--- src/rtl/pisei_pkg.sv ---
// rtl/pisei_pkg.sv - shared types and constants for the PISEI scan sequencer
package pisei_pkg;

    // Scan sequencer states
    typedef enum logic [1:0] {
        ST_IDLE   = 2'd0,
        ST_DRIVE  = 2'd1,
        ST_SAMPLE = 2'd2,
        ST_DONE   = 2'd3
    } state_e;

    localparam int IDX_W    = 4;
    localparam int NUM_COMB = 16;

    // Settle down-counter must hold SETTLE_CYCLES + SYNC_STAGES - 1, max 255 + 3 - 1
    localparam int CNT_W = 9;

    // Golden result when the core decodes correctly (out = 1 only when decoder == A)
    localparam logic [NUM_COMB-1:0] EXPECTED_DEFAULT = 16'h8421;

endpackage

--- src/rtl/pisei_sync.sv ---
// rtl/pisei_sync.sv - N-stage reset-to-zero synchronizer for an asynchronous input
module pisei_sync #(
    parameter int STAGES = 2
) (
    input  logic clk,
    input  logic rst,
    input  logic d_i,
    output logic q_o
);

    logic [STAGES-1:0] sync_q;

    // Shift the asynchronous input through the flop chain
    always_ff @(posedge clk) begin
        if (rst) begin
            sync_q <= '0;
        end else begin
            sync_q <= {sync_q[STAGES-2:0], d_i};
        end
    end

    assign q_o = sync_q[STAGES-1];

endmodule

--- src/rtl/pisei_scan_sequencer.sv ---
// rtl/pisei_scan_sequencer.sv - steps decoder/mux codes through 16 combinations and packs sampled outputs; optional self-check via PISEI_SCAN_SELFCHECK_EN
module pisei_scan_sequencer
    import pisei_pkg::*;
#(
    parameter int SETTLE_CYCLES = 4,
    parameter int SYNC_STAGES   = 2
`ifdef PISEI_SCAN_SELFCHECK_EN
    ,
    parameter logic [NUM_COMB-1:0] EXPECTED = EXPECTED_DEFAULT
`endif
) (
    input  logic                clk,
    input  logic                rst,
    input  logic                start,
    input  logic                mux_out,
    output logic [1:0]          control_decoder,
    output logic [1:0]          A,
    output logic                busy,
    output logic [NUM_COMB-1:0] result,
    output logic                result_valid,
    input  logic                result_ready
`ifdef PISEI_SCAN_SELFCHECK_EN
    ,
    output logic                pass
`endif
);

    // Cycles spent in DRIVE per combination, loaded as count-to-zero
    localparam logic [CNT_W-1:0] HOLD_LOAD = CNT_W'(SETTLE_CYCLES + SYNC_STAGES - 1);
    localparam logic [IDX_W-1:0] LAST_IDX  = IDX_W'(NUM_COMB - 1);

    state_e              state_q, state_d;
    logic [IDX_W-1:0]    idx_q, idx_d;
    logic [CNT_W-1:0]    cnt_q, cnt_d;
    logic [NUM_COMB-1:0] result_q, result_d;
    logic                mux_sync;

`ifdef PISEI_SCAN_SELFCHECK_EN
    logic pass_q, pass_d;
`endif

    pisei_sync #(
        .STAGES (SYNC_STAGES)
    ) u_sync (
        .clk (clk),
        .rst (rst),
        .d_i (mux_out),
        .q_o (mux_sync)
    );

    // State, index, settle counter and result registers
    always_ff @(posedge clk) begin
        if (rst) begin
            state_q  <= ST_IDLE;
            idx_q    <= '0;
            cnt_q    <= '0;
            result_q <= '0;
        end else begin
            state_q  <= state_d;
            idx_q    <= idx_d;
            cnt_q    <= cnt_d;
            result_q <= result_d;
        end
    end

`ifdef PISEI_SCAN_SELFCHECK_EN
    // Self-check verdict register
    always_ff @(posedge clk) begin
        if (rst) begin
            pass_q <= 1'b0;
        end else begin
            pass_q <= pass_d;
        end
    end
`endif

    // Next-state logic: IDLE -> (DRIVE -> SAMPLE) x16 -> DONE -> IDLE
    always_comb begin
        state_d  = state_q;
        idx_d    = idx_q;
        cnt_d    = cnt_q;
        result_d = result_q;
`ifdef PISEI_SCAN_SELFCHECK_EN
        pass_d   = pass_q;
`endif
        case (state_q)
            ST_IDLE: begin
                if (start) begin
                    result_d = '0;
                    idx_d    = '0;
                    cnt_d    = HOLD_LOAD;
                    state_d  = ST_DRIVE;
`ifdef PISEI_SCAN_SELFCHECK_EN
                    pass_d   = 1'b0;
`endif
                end
            end
            ST_DRIVE: begin
                if (cnt_q == '0) begin
                    state_d = ST_SAMPLE;
                end else begin
                    cnt_d = cnt_q - 1'b1;
                end
            end
            ST_SAMPLE: begin
                result_d[idx_q] = mux_sync;
                if (idx_q == LAST_IDX) begin
                    state_d = ST_DONE;
`ifdef PISEI_SCAN_SELFCHECK_EN
                    pass_d  = (result_d == EXPECTED);
`endif
                end else begin
                    idx_d   = idx_q + 1'b1;
                    cnt_d   = HOLD_LOAD;
                    state_d = ST_DRIVE;
                end
            end
            ST_DONE: begin
                // Codes stay at the last combination until the result is taken
                if (result_ready) begin
                    idx_d   = '0;
                    state_d = ST_IDLE;
                end
            end
            default: begin
                state_d = ST_IDLE;
            end
        endcase
    end

    assign control_decoder = idx_q[3:2];
    assign A               = idx_q[1:0];
    assign busy            = (state_q != ST_IDLE);
    assign result          = result_q;
    assign result_valid    = (state_q == ST_DONE);
`ifdef PISEI_SCAN_SELFCHECK_EN
    assign pass            = pass_q;
`endif

endmodule

--- config.mk ---
export PLATFORM = sky130hd
export DESIGN_NAME = pisei_scan_sequencer
export DESIGN_NICKNAME = d
export VERILOG_FILES = /design/src/rtl/pisei_pkg.sv /design/src/rtl/pisei_sync.sv /design/src/rtl/pisei_scan_sequencer.sv
export SDC_FILE = /design/constraint.sdc
export NUM_CORES = 1
export LEC_CHECK = 0
export ABC_AREA = 1
export CORE_MARGIN = 5
export CORE_UTILIZATION = 54
export DETAILED_ROUTE_END_ITERATION = 8
export PLACE_DENSITY = 0.8
export SYNTH_ARGS = -nofsm -noshare
export SYNTH_HDL_FRONTEND = slang
export SYNTH_HIERARCHICAL = 1
export SYNTH_SLANG_ARGS = --single-unit
--- constraint.sdc ---
create_clock -name clk -period 1.8 [get_ports clk]
set_input_delay 0.36 -clock clk [delete_from_list [all_inputs] [get_ports clk]]
set_output_delay 0.36 -clock clk [all_outputs]
set_load 0.01 [all_outputs]
==> flow_summary.json <==
{
  "status": "finished, final reports clean",
  "num-nets-final": 325,
  "end_kind": "output pin",
  "grt_pass1_vias": 1643,
  "grt_max_degree": 22,
  "rows": 21,
  "pwr-share-comb_pct": 52.9,
  "p_seq_share_pct": 32.4,
  "cts-buffers-inserted": 5,
  "synth_top_area_share_pct": 35.9,
  "p_int_mw": 1.49,
  "cp.required_ns": 1.44,
  "cts_setup_buffers": 0,
  "cts_buffer_depth": 2,
  "synthArstFlopShare_pct": 0,
  "post_dp_cell_area_sq_um": 2160,
  "vias": 1800,
  "worstSetupPathType": "flip-flop to output pin",
  "wl_per_cell_um": 11.5,
  "synth_largest_area_cell": "dfxtp_1",
  "hpwl_um": 3050,
  "synth.most_common_cell": "nand2_1",
  "critPathBufInv": 1,
  "synthFlopType": "dfxtp_1",
  "fmax_mhz": 590,
  "final_hold_viol_count": 0,
  "crit_family": "buffers and inverters",
  "antenna_found_initial": 0,
  "synth_fp_nets": 293,
  "io_buffers": 26,
  "grt_pass1_wl_um": 7110,
  "n_antenna_cell": 0,
  "final_antenna_net_count": 0,
  "cp_cell_sequence": "clkdlybuf4s50_1",
  "ctsHtreeMaxLevel": 2,
  "period_share_pct": 94.1,
  "drtIter0Drc": 141,
  "hold_class": "flip-flop to flip-flop",
  "final.min_clock_period_ns": 1.69,
  "fin_ws_ns": 0.105,
  "totalWireLength_um": 4120,
  "power.share.clock_pct": 14.7,
  "power_switching_mw": 1.32,
  "maxSlewViolCount": 0,
  "powerDensity_nw_per_um2": 1260,
  "peakVddDrop_uv": 713,
  "setup_viol": 0,
  "ys_top_cells_by_area": "dfxtp_1, nand2_1, a21oi_1",
  "p_leak_nw": 0.893,
  "via_per_inst": 5.03,
  "drive_gt1_share_pct": 11.9,
  "fin_util_pct": 67.5,
  "die_area_sq_um": 4680,
  "ios": 27,
  "root_buffer": "clkbuf_4",
  "synth_cell_type_count": 24,
  "crit_path_top_delay_cell": "clkdlybuf4s50_1",
  "ys_ff_latch": 33,
  "worstSkewPairLatency_ns": 0.35,
  "die_height_um": 68.4,
  "cts_tree": "done",
  "die_w_um": 68.4,
  "syn_avg_cell_area_sq_um": 6.60,
  "relSlewSlack_pct": 78.3,
  "synth_edf_count": 0,
  "drc": 0,
  "critPathArrivalTime_ns": 1.33,
  "dr.pass1.iters": 4,
  "ys_seq_area_share_pct": 35.9,
  "finalPower_mw": 2.81,
  "dpl_worst_slack_ns": 0.0758,
  "start_util_pct": 55.6,
  "max_stage_delay_ns": 0.57,
  "cp-start-kind": "flip-flop",
  "fin_skew_ns": 0.0111,
  "synth_area_sq_um": 1840,
  "cap_violations": 0,
  "core_area_sq_um": 3310,
  "gp_congestion": 0.826,
  "clk_pin_slew_ns": 0.11,
  "worst-slew-pin-transition_ns": 0.325,
  "rsz0062_at_grt": "no",
  "clock-sinks": 33,
  "ys_warn_count": 6,
  "stdcell_area_sq_um": 2230,
  "grt.total_usage_pct": 20.4,
  "cp_max_fo": 6,
  "overflow": 0,
  "synthTopCellsByCount": "nand2_1, nor2_1, dfxtp_1",
  "area_growth_pct": 21.4,
  "fin_tns_setup_ns": 0,
  "syn_inst": 279,
  "p_sw_share_pct": 46.9
}
## repair_timing
| action | 4_1_cts | 5_1_grt |
|---|---|---|
| setup endpoints to repair | 2 | 15 |
| endpoints found under the hold margin | 0 | 0 |
| gates cloned | 0 | 1 |
| hold buffers | 0 | 0 |
| resized for setup | 4 | 7 |
## cells in the final DEF, fill, tap and decap left out
cell type	synthesis	final
nand3_2	3	3
nand3b_1	1	1
nand2_1	69	69
dlygate4sd2_1	0	1
dfxtp_2	0	3
clkbuf_4	0	5
inv_2	1	2
or2_2	1	1
dfxtp_1	33	30
clkinv_2	0	2
nand2_2	4	3
nand4_1	2	2
and2_1	1	1
o21ai_1	1	1
nor2_1	39	39
nor2_2	7	6
buf_4	1	5
nor3_1	2	2
nand3_1	13	13
nor2_4	0	1
ha_1	9	9
clkinvlp_4	0	3
o21bai_1	1	1
clkdlybuf4s15_1	0	1
nand2_4	2	3
clkdlybuf4s50_1	0	24
inv_1	31	29
a21oi_1	30	30
o21ai_0	22	22
## power by group through the flow
stage / sequential [mW] / combinational [mW] / clock (mW)
6_report: 0.910 / 1.49 / 0.414
2_1_floorplan: 0.901 / 1.18 / 0
3_3_place_gp: 0.918 / 1.39 / 0
3_5_place_dp: 0.922 / 1.41 / 0
5_1_grt: 0.925 / 1.70 / 0.466
4_1_cts: 0.909 / 1.41 / 0.432
## area by class of cell
cell class                 count  area, sq um
clock buffer                   5         37.5
tap                           46         57.6
fill                         316         1080
sequential                    33          664
inverter                      32          124
multi-input combinational    207         1030
timing repair inverter         1         7.51
clock inverter                 3         17.5
timing repair buffer          31          297
## worst reg2reg max path, cell delays in order (launching register included)
cell and delay [ns]:
dfxtp_2 0.38, inv_1 0.08, ha_1 0.26, inv_2 0.10
nor2_2 0.07, nor2_2 0.22, buf_4 0.22, nand3_1 0.09
a21oi_1 0.15
## final timing paths
path	cells after the start	slack, ns	to	from
max	1	0.11	control_decoder[0]	idx_q[2]
min	2	0.42	u_sync/sync_q[1]	u_sync/sync_q[0]
max reg2reg	8	0.16	cnt_q[5]	state_q[0]
min reg2reg	2	0.42	u_sync/sync_q[1]	u_sync/sync_q[0]
## metal layers
layer	share of wire, %	routed length, um	track usage (%)
met2	46	1890	33.1
met4	1.7	70	6.95
met3	5.5	226	5.58
met5	0	0	0
met1	47	1920	25.7
## cell families (layout without fill, tap and decap cells)
group	Yosys count	after routing	synth area share [%]
DFF	33	33	35.9
and+or+nand+nor	144	144	34.5
buffers and inverters	39	72	8.70
AOI/OAI and AO/OA	54	54	14.8
adders and majority gates	9	9	6.12
## flip-flops by register name, indices dropped and copies added, names as in the netlist
signal / count
idx_q: 4
u_sync/sync_q: 2
cnt_q: 9
result: 16
state_q: 2
## through the flow
stage	hold slack [ns]	std cells
6_report	0.415	358
5_1_grt	0.436	358
4_1_cts	0.423	357
3_5_place_dp	0.405	349
3_3_place_gp	0.399	349
2_1_floorplan	0.388	279
No activity file was read; power rests on OpenSTA's default activity.
